[src/rtl/coord_entry_buffer.sv]
// Coordinate intake: synchronizes and debounces ENTER, then stores (X,Y) pairs
// in entry order. A (0,0) entry empties the buffer.
module coord_entry_buffer #(
    parameter int DEPTH    = 4,
    parameter int DATA_W   = 4,
    parameter int DB_COUNT = 50000
) (
    input  logic                       clock,
    input  logic                       reset,
    input  logic [DATA_W-1:0]          X,
    input  logic [DATA_W-1:0]          Y,
    input  logic                       enter,
    output logic [DEPTH*DATA_W-1:0]    pairs_x,
    output logic [DEPTH*DATA_W-1:0]    pairs_y,
    output logic [DEPTH-1:0]           valid,
    output logic [$clog2(DEPTH+1)-1:0] count,
    output logic                       full,
    output logic                       new_pair,
    output logic                       cleared,
    output logic                       overflow
);

    localparam int CW  = $clog2(DEPTH + 1);
    localparam int DBW = $clog2(DB_COUNT + 1);
    localparam logic [DBW-1:0] DB_LAST = DBW'(DB_COUNT - 1);

    typedef enum logic [1:0] {
        EMPTY,
        FILLING,
        FULL
    } state_t;

    logic              enter_s1_q, enter_s_q;
    logic [DATA_W-1:0] x_s1_q, x_s_q, y_s1_q, y_s_q;
    logic [DBW-1:0]    db_cnt_q, arm_cnt_q;
    logic              db_level_q, db_prev_q, armed_q, press_q;

    state_t                  state_q, state_d;
    logic [CW-1:0]           count_q, count_d;
    logic [DEPTH*DATA_W-1:0] px_q, px_d, py_q, py_d;
    logic [DEPTH-1:0]        valid_q, valid_d;
    logic new_pair_q, new_pair_d;
    logic cleared_q, cleared_d;
    logic overflow_q, overflow_d;

    always_ff @(posedge clock) begin
        if (reset) begin
            enter_s1_q <= 1'b0;
            enter_s_q  <= 1'b0;
            x_s1_q     <= '0;
            x_s_q      <= '0;
            y_s1_q     <= '0;
            y_s_q      <= '0;
            db_cnt_q   <= '0;
            arm_cnt_q  <= '0;
            db_level_q <= 1'b0;
            db_prev_q  <= 1'b0;
            armed_q    <= 1'b0;
            press_q    <= 1'b0;
        end else begin
            enter_s1_q <= enter;
            enter_s_q  <= enter_s1_q;
            x_s1_q     <= X;
            x_s_q      <= x_s1_q;
            y_s1_q     <= Y;
            y_s_q      <= y_s1_q;
            if (enter_s_q != db_level_q) begin
                if (db_cnt_q == DB_LAST) begin
                    db_level_q <= enter_s_q;
                    db_cnt_q   <= '0;
                end else begin
                    db_cnt_q <= db_cnt_q + 1'b1;
                end
            end else begin
                db_cnt_q <= '0;
            end
            // Arm only after a full quiet-low period, so a held button never fires
            if (!db_level_q && !enter_s_q) begin
                if (arm_cnt_q == DB_LAST) begin
                    armed_q <= 1'b1;
                end else begin
                    arm_cnt_q <= arm_cnt_q + 1'b1;
                end
            end else begin
                arm_cnt_q <= '0;
            end
            db_prev_q <= db_level_q;
            press_q   <= armed_q & db_level_q & ~db_prev_q;
        end
    end

    always_ff @(posedge clock) begin
        if (reset) begin
            state_q    <= EMPTY;
            count_q    <= '0;
            px_q       <= '0;
            py_q       <= '0;
            valid_q    <= '0;
            new_pair_q <= 1'b0;
            cleared_q  <= 1'b0;
            overflow_q <= 1'b0;
        end else begin
            state_q    <= state_d;
            count_q    <= count_d;
            px_q       <= px_d;
            py_q       <= py_d;
            valid_q    <= valid_d;
            new_pair_q <= new_pair_d;
            cleared_q  <= cleared_d;
            overflow_q <= overflow_d;
        end
    end

    always_comb begin
        state_d    = state_q;
        count_d    = count_q;
        px_d       = px_q;
        py_d       = py_q;
        valid_d    = valid_q;
        new_pair_d = 1'b0;
        cleared_d  = 1'b0;
        overflow_d = 1'b0;
        if (press_q) begin
            if (x_s_q == '0 && y_s_q == '0) begin
                state_d   = EMPTY;
                count_d   = '0;
                px_d      = '0;
                py_d      = '0;
                valid_d   = '0;
                cleared_d = 1'b1;
            end else if (state_q != FULL) begin
                for (int i = 0; i < DEPTH; i++) begin
                    if (count_q == CW'(i)) begin
                        px_d[i*DATA_W +: DATA_W] = x_s_q;
                        py_d[i*DATA_W +: DATA_W] = y_s_q;
                        valid_d[i]               = 1'b1;
                    end
                end
                count_d    = count_q + 1'b1;
                state_d    = (count_d == CW'(DEPTH)) ? FULL : FILLING;
                new_pair_d = 1'b1;
            end else begin
                overflow_d = 1'b1;
            end
        end
    end

    assign pairs_x  = px_q;
    assign pairs_y  = py_q;
    assign valid    = valid_q;
    assign count    = count_q;
    assign full     = (state_q == FULL);
    assign new_pair = new_pair_q;
    assign cleared  = cleared_q;
    assign overflow = overflow_q;

endmodule

[config.mk]
export PLATFORM = sky130hd
export DESIGN_NAME = coord_entry_buffer
export DESIGN_NICKNAME = d
export VERILOG_FILES = /design/src/rtl/coord_entry_buffer.sv
export SDC_FILE = /design/constraint.sdc
export NUM_CORES = 1
export LEC_CHECK = 0
export BUFFER_PORTS_ARGS = -buffer_cell sky130_fd_sc_hd__buf_2
export CORE_UTILIZATION = 40
export CTS_CLUSTER_DIAMETER = 60
export DETAILED_ROUTE_END_ITERATION = 7
export PLACE_DENSITY = 0.63
export SYNTH_ARGS = -nofsm -noshare
export SYNTH_HDL_FRONTEND = slang
export SYNTH_SLANG_ARGS = --single-unit
export TNS_END_PERCENT = 5
[constraint.sdc]
create_clock -name clock -period 2.9 [get_ports clock]
set_input_delay 0.58 -clock clock [delete_from_list [all_inputs] [get_ports clock]]
set_output_delay 0.58 -clock clock [all_outputs]
set_load 0.005 [all_outputs]
# Yosys cells after proc, flatten, opt, wreduce, memory -nomap -nowiden
# Index checks and enable logic that the tools add are counted.
[totals]
regBits = 98
inputBits = 11
output_inout_bits = 43
elab_cells = 96
[classes]
add_sub_neg = 3
eq_ne = 9
muxes = 26
n_bitwise = 6
reduce_logical = 23
[ops]
columns = ["operator", "count"]
rows = [
  ["two-way mux 16 bit", 4],
  ["two-way mux 4 bit", 10],
  ["adder 16 x 1 -> 16 bit (second input constant)", 2],
  ["equality test 16 bit (second input constant)", 2],
  ["AND reduction 3 bit", 4],
  ["nonzero test 2 bit", 5],
  ["logical NOT 4 bit", 2],
  ["two-way mux 1 bit", 7],
  ["equality test 3 x 2 -> 1 bit (second input constant)", 2],
  ["two-way mux 2 bit", 3],
  ["two-way mux 3 bit", 2],
  ["AND reduction 2 bit", 3],
  ["OR reduction 3 bit", 2],
  ["inverter 1 bit", 4],
  ["OR reduction 2 bit", 2],
  ["adder 3 x 1 -> 3 bit (second input constant)", 1],
  ["equality test 3 x 1 -> 1 bit (second input constant)", 1],
  ["equality test 3 bit (second input constant)", 1],
  ["logical NOT 3 bit", 1],
  ["bitwise AND 1 bit", 2],
  ["equality test 2 bit (second input constant)", 1],
  ["logical AND 1 bit", 2],
  ["logical NOT 1 bit", 2],
  ["!= test 2 bit (second input constant)", 1],
  ["!= test 1 bit", 1],
]

# Depth between registers and ports, before layout
# Gate-level depths: netlist of run 1.
[logic_depth]
ltp_word = 5
mapped_depth = 7
ltp_nobuf = 5

# Least setup slack after synthesis of run 1
# No wires, ideal clock.
[synth_timing]
kind = "reg2reg"
start = "reg db_cnt_q[11]"
end = "reg db_cnt_q[10]"
setup_time_ns = 0.115
t_arrival_ns = 1.592
required_ns = 2.785
slack_ns = 1.194
stages_incl_launch_ff = 7
n_path_buf = 2
synth_period_minus_slack_ns = 1.706
path_cell_list = "dfxtp_1 > or4_1 > nor4_2 > or3b_1 > buf_6 > buf_12 > nor2_1"
[synth_between]
elab_chain_len = 2
[synth_lines]
columns = ["item", "line", "rtl"]
rows = [
  ["start: declaration", "35", "logic [DBW-1:0] db_cnt_q, arm_cnt_q;"],
  ["start signal: assignment", "72", "db_cnt_q <= db_cnt_q + 1'b1;"],
  ["equality test 16 bit", "68", "if (db_cnt_q == DB_LAST) begin"],
  ["OR reduction 3 bit (no line)", "--", ""],
]
# No other way between the ends.
# A chain may end at the register's enable or synchronous reset.

# Final worst setup path of run 1
[layout_timing]
start = "reg db_cnt_q[11]"
end = "reg db_cnt_q[11]"
[layout_between]
elab_chain_len = 2
word_cells_on_any_way = 3
classes_between = "1 x add/sub; 1 x eq/ne; 1 x reduce/logical"
[layout_lines]
columns = ["item"]
rows = [
  ["parallel branches: the longest is 2 deep, another holds adder 16 x 1 -> 16 bit"],
]
# Several ways; the timed one is not identified.

==> results of run 1 <==
[sequential cells by signal (all words and copies together), names as in the netlist]
register,count
arm_cnt_q,16
db_cnt_q,16
pairs_x,16
pairs_y,16
valid,4
x_s1_q,4
x_s_q,4
y_s1_q,4
y_s_q,4
count,3
state_q,2
armed_q,1
cleared,1
db_level_q,1
db_prev_q,1
enter_s1_q,1
enter_s_q,1
new_pair,1
overflow,1
press_q,1
[worst reg2reg max path, delay by kind of cell (launching register included)]
family	cells	cell delay, ns
simple gates	4	1.52
flops	1	0.37
[final cells by class]
| class | count | area (µm²) | share of cell area (%) |
|---|---|---|---|
| clock inverters | 7 | 61.3 | 1.42 |
| repair buffers | 55 | 280 | 6.49 |
| clock buffers | 9 | 124 | 2.87 |
| inverters | 16 | 60.1 | 1.39 |
| flip-flops and latches | 98 | 1960 | 45.4 |
| multi-input cells | 262 | 1700 | 39.2 |
| well taps | 111 | 139 | 3.21 |
[Yosys cell counts, types with 2 or more instances]
cell type	n
nand3_1	10
nor2_1	44
and4_1	2
ha_1	9
a21oi_2	3
nand4_1	9
a21oi_1	11
nor4bb_1	2
inv_1	15
nor2b_1	20
xnor2_1	21
or3_1	2
dfxtp_1	98
nand2_1	48
mux2i_1	34
and3_1	3
nor4_1	8
nor4b_1	2
nor3_1	8
or4_1	3
xor2_1	6
clkbuf_1	7
[routing by layer]
layer / vias to the layer above / wire length (µm) / share of wire, %
met2: 59 / 3210 / 47
met3: 6 / 302 / 4.4
met1: 1236 / 3310 / 48
met4: 0 / 68 / 0.99
met5: - / 0 / 0
li1: 1417 / - / -
[through the flow]
stage | utilization, % | worst slack (ns) | cells | instance area, µm² | hold slack (ns)
6_report | 47.0 | 0.887 | 558 | 4320 | 0.400
5_1_grt | 47.0 | 0.671 | 558 | 4320 | 0.424
4_1_cts | 47.0 | 0.861 | 558 | 4320 | 0.406
3_5_place_dp | 45.0 | 0.871 | 542 | 4140 | 0.396
3_3_place_gp | 45.0 | 0.936 | 542 | 4140 | 0.394
2_1_floorplan | - | 1.19 | 387 | 3790 | 0.373
[final timing paths]
kind         cells past startpoint                 endpoint               startpoint
min                              1       press_q$_SDFF_PP0_     db_prev_q$_SDFF_PP0_
max                              4  db_cnt_q[11]$_SDFF_PP0_  db_cnt_q[11]$_SDFF_PP0_
max reg2reg                      4  db_cnt_q[11]$_SDFF_PP0_  db_cnt_q[11]$_SDFF_PP0_
min reg2reg                      1       press_q$_SDFF_PP0_     db_prev_q$_SDFF_PP0_
[power by group]
| part | switching, mW | total [mW] | internal [mW] |
|---|---|---|---|
| logic | 0.0422 | 0.0639 | 0.0216 |
| registers | 0.00851 | 1.37 | 1.36 |
| clock network | 0.490 | 0.817 | 0.327 |
[kinds of logic after synthesis]
family,count (synthesis)
DFF,98
xor gates and xnor gates,27
and+or+nand+nor,170
buffers and inverters,27
muxes,34
AOI/OAI and AO/OA,22
adders and majority gates,9
==> reports/metrics.cfg, run 1 <==
[run_status]
outcome=complete, no violations

[pwr]
fin_total_pwr_mw=2.25
peakVddDrop_uv=271
p_leak_nw=1.85
powerDensity_nw_per_um2=520

[synthesis]
synth_nets=407
yosys.area_share.adder_pct=2.97
synth-edff-count=0
ys.flop_type=dfxtp_1
yosysWarnings=0
synth-simple-area-share_pct=22.8
synth_xor_area_share_pct=6.25
ys_seq_area_share_pct=51.8
ys_ff_latch=98
netlist-cell-type-count=44
synth_compound_area_share_pct=3.80
syn_area_um2=3790
synth_cells=387
synth_area_leaders=dfxtp_1 (52%), mux2i_1 (9.0%), xnor2_1 (4.9%)
syn_area_per_cell_um2=9.78
async_reset_ff_share_pct=0
synth_top_family_by_area=simple AND/OR/NAND/NOR gates
post-synth-top-area-cell=dfxtp_1
synth_mux_area_share_pct=8.99
synth_top_area_share_pct=51.8

[floorplan]
start_util_pct=41.2
dieWidth_um=99.3
die_area_um2=9860
fp.dieH_um=99.3
io_pins=54
core_area_um2=9200
rows=35

[global_routing]
grt_util_met3_pct=3.72
grt_util_met1_pct=18.8
grt_start_max_net_pins=41
antenna_found_initial=0
gr-total-overflow=0
grt_use_met2_pct=24.3
grt_pass1_vias=2553
busiest_layer=met2
grt_first_pass_wirelength_um=11600
grt_util_all_layers_pct=14.8

[worst_setup_path]
regToRegSetupSlack_ns=0.89
cp_cell_sequence=or4_1 -> nor4_2 -> or3b_1 -> nor2_1
slowest_delay_ns=0.56
path_buf_inv=0
crit_family=simple AND/OR/NAND/NOR gates
startpoint_type=register
worstSetupEndpointType=register
path_class=register to register
cp.required_ns=3.14
worstPathMaxFanout=16
arrival_ns=2.25
slowest_stage=or4_1

[sta]
finalCritPeriodShare_pct=69.4
fin_skew_ns=0.0105
rsz0062_at_grt=no
finalCriticalPeriod_ns=2.01
finalMaxSlewViolations=0
fmax_mhz=497
setup_viol=0
worstMarginPinSlew_ns=0.796
final-hold-violation-count=0
setup_tns_ns=0
maxSlewHeadroom_pct=46.6

[worst_hold_path]
hold_path.class=register to register

[layout]
fillers=899
final_cell_mix=dfxtp_1 (98), buf_2 (53), nand2_1 (48)
antennaDiodeCount=0
layout_commonest_cell=dfxtp_1
nNetsFinal=462
drive_gt1_share_pct=17.9
area_delta_synth_final_pct=14.1

[clock_network]
cts_buffers=9
hold_buffers=0
clk_pin_slew_worst_paths_ns=0.10
cts.sinks=98
root_buffer=clkbuf_8
clockBufferDepth=2
ctsResizeCount=0
clkLatencyLatePin_ns=0.36
cts_tree=yes
cts_post_setup_buffers_inserted=0
cts.htree.levels=3

[routing]
routed_wl_um=6890
via_per_inst=4.87
ant_nets=0
drt_iter0_drc=62
drtPass1Iterations=4
vias=2718
wire_per_inst_um=12.4
drc_errors=0

[placement]
place_congestion=0.821
port_buffers=53
place_hpwl_um=4860

[job]
drv_cap=0

Power figures use the tool's default switching activity.
==> run 2, diff against run 1 <==
==> constraint.sdc (replaced) <==
create_clock -name clock -period 1.9 [get_ports clock]
set_input_delay 0.38 -clock clock [delete_from_list [all_inputs] [get_ports clock]]
set_output_delay 0.38 -clock clock [all_outputs]
set_load 0.005 [all_outputs]
==> reports/metrics.cfg, run 2 (synthesis gave the netlist of run 1 again) <==
[global_routing]
grt_first_pass_wirelength_um=11800  ; was 11,600 µm
grt_start_max_net_pins=37  ; was 41
grt_util_met1_pct=18.9  ; was 18.8%
antenna_found_initial=1  ; was 0
grt_util_all_layers_pct=15.0  ; was 14.8%
grt_util_met3_pct=4.85  ; was 3.72%
busiest_layer=met2  ; unchanged
gr-total-overflow=0  ; unchanged
grt_pass1_vias=2621  ; was 2,553
grt_use_met2_pct=24.1  ; was 24.3%

[floorplan]
start_util_pct=41.2  ; unchanged
rows=35  ; unchanged
fp.dieH_um=99.3  ; unchanged
dieWidth_um=99.3  ; unchanged
die_area_um2=9860  ; unchanged
io_pins=54  ; unchanged
core_area_um2=9200  ; unchanged

[placement]
place_congestion=0.820  ; was 0.821
port_buffers=53  ; unchanged
place_hpwl_um=4990  ; was 4860 µm
place_inst=549  ; was 542

[clock_network]
cts_buffers=9  ; unchanged
hold_buffers=0  ; unchanged
cts.sinks=98  ; unchanged
cts_tree=yes  ; unchanged
clk_pin_slew_worst_paths_ns=0.10  ; about the same
clockBufferDepth=2  ; unchanged
clkLatencyLatePin_ns=0.36  ; about the same
ctsResizeCount=0  ; unchanged
cts.htree.levels=3  ; unchanged
root_buffer=clkbuf_8  ; unchanged
cts_post_setup_buffers_inserted=0  ; unchanged

[worst_setup_path]
worstPathMaxFanout=9  ; was 16
cp.required_ns=2.15  ; was 3.14 ns
slowest_delay_ns=0.63  ; was 0.56 ns
crit_family=simple AND/OR/NAND/NOR gates  ; unchanged
cp_cell_sequence=or4_1 -> nor3_4 -> a21oi_1 -> buf_4 -> mux2i_1  ; was or4_1 -> nor4_2 -> or3b_1 -> nor2_1
path_buf_inv=1  ; was 0
worstSetupEndpointType=register  ; unchanged
slowest_stage=or4_1  ; unchanged
path_class=register to register  ; unchanged
worstRegToRegCells=5  ; was 4
startpoint_type=register  ; unchanged
arrival_ns=2.04  ; was 2.25 ns
cp_num_cells=5  ; was 4

[layout]
nNetsFinal=469  ; was 462
final_cell_mix=dfxtp_1 (98), buf_2 (53), nand2_1 (48)  ; unchanged
fillers=905  ; was 899
final_cells=565  ; was 558
area_delta_synth_final_pct=16.8  ; was 14.1%
multi_input_area_um2=1710  ; was 1700 µm²
antennaDiodeCount=0  ; unchanged
layout_commonest_cell=dfxtp_1  ; unchanged
drive_gt1_share_pct=19.4  ; was 17.9%
seq_area_um2=1960  ; unchanged

[sta]
finalCriticalPeriod_ns=1.78  ; was 2.01 ns
fin_skew_ns=0.00553  ; was 0.0105 ns
setup_tns_ns=0  ; unchanged
final-hold-violation-count=0  ; unchanged
finalCritPeriodShare_pct=93.9  ; was 69.4%
setup_viol=0  ; unchanged
maxSlewHeadroom_pct=53.8  ; was 46.6%
worstMarginPinSlew_ns=0.693  ; was 0.796 ns
fmax_mhz=560  ; was 497 MHz
rsz0062_at_grt=no  ; unchanged
finalMaxSlewViolations=0  ; unchanged

[pwr]
peakVddDrop_uv=456  ; was 271 µV
p_leak_nw=1.91  ; was 1.85 nW
powerDensity_nw_per_um2=787  ; was 520 nW/µm²

[routing]
drc_errors=0  ; unchanged
ant_nets=0  ; unchanged
drt_iter0_drc=50  ; was 62
routed_wl_um=6890  ; about the same
wire_per_inst_um=12.2  ; was 12.4 µm
vias=2745  ; was 2,718
via_per_inst=4.86  ; was 4.87
drtPass1Iterations=4  ; unchanged

[job]
drv_cap=0  ; unchanged

[worst_hold_path]
hold_path.class=input port to register  ; was register to register
hold_depth=2  ; was 1

[run_status]
outcome=complete, no violations  ; unchanged

[run 2: cell types whose count changed in the layout (fill, tap and decap cells not counted), sizes merged]
cell,delta
buf,+7
clkinv,+2
clkinvlp,-2
[run 2: worst paths after layout]
kind	from	end	slack [ns]
worst max-delay path	y_s_q[0]$_SDFF_PP0_	pairs_x[12]$_SDFFE_PP0P_	0.12
worst min-delay path	Y[2]	y_s1_q[2]$_SDFF_PP0_	0.22
worst max register to register	y_s_q[0]$_SDFF_PP0_	pairs_x[12]$_SDFFE_PP0P_	0.12
worst min register to register	db_prev_q$_SDFF_PP0_	press_q$_SDFF_PP0_	0.41
[run 2: routing by layer]
layer	part of all wire, %	vias to the layer above	wire length (µm)
li1	-	1430	-
met1	48	1246	3330
met2	45	53	3100
met3	4.8	14	333
met4	1.6	2	108
met5	0.15	-	10
[run 2: cell type report]
class                   instances  share of cell area, %
well taps                     111                   3.14
inverters                      16                   1.36
flip-flops and latches         98                   44.4
repair buffers                 62                   8.09
clock inverters                 7                   1.61
multi-input cells             262                   38.6
clock buffers                   9                   2.80
[run 2: per-stage QoR]
step / hold slack [ns] / utilization (%) / setup slack, ns / power [mW] / cell area, µm²
after floorplan: 0.373 / - / 0.194 / 2.21 / 3790
after global placement: 0.402 / 45.8 / 0.0933 / 2.24 / 4210
after detailed placement: 0.403 / 45.8 / 0.0834 / 2.24 / 4210
after CTS: 0.214 / 47.9 / 0.0724 / 3.53 / 4410
after global routing: 0.211 / 48.1 / 0.0104 / 3.64 / 4420
final: 0.225 / 48.1 / 0.116 / 3.48 / 4420
[run 2: power breakdown]
group	internal [mW]	total (mW)	switching, mW
clock	0.512	1.29	0.774
combinational	0.0399	0.107	0.0669
sequential	2.08	2.09	0.0124
[run 2: worst register-to-register path, stage by stage, from the launching register on]
cell and delay (ns):
dfxtp_1 0.32, or4_1 0.63, nor3_4 0.33, a21oi_1 0.07
buf_4 0.20, mux2i_1 0.13
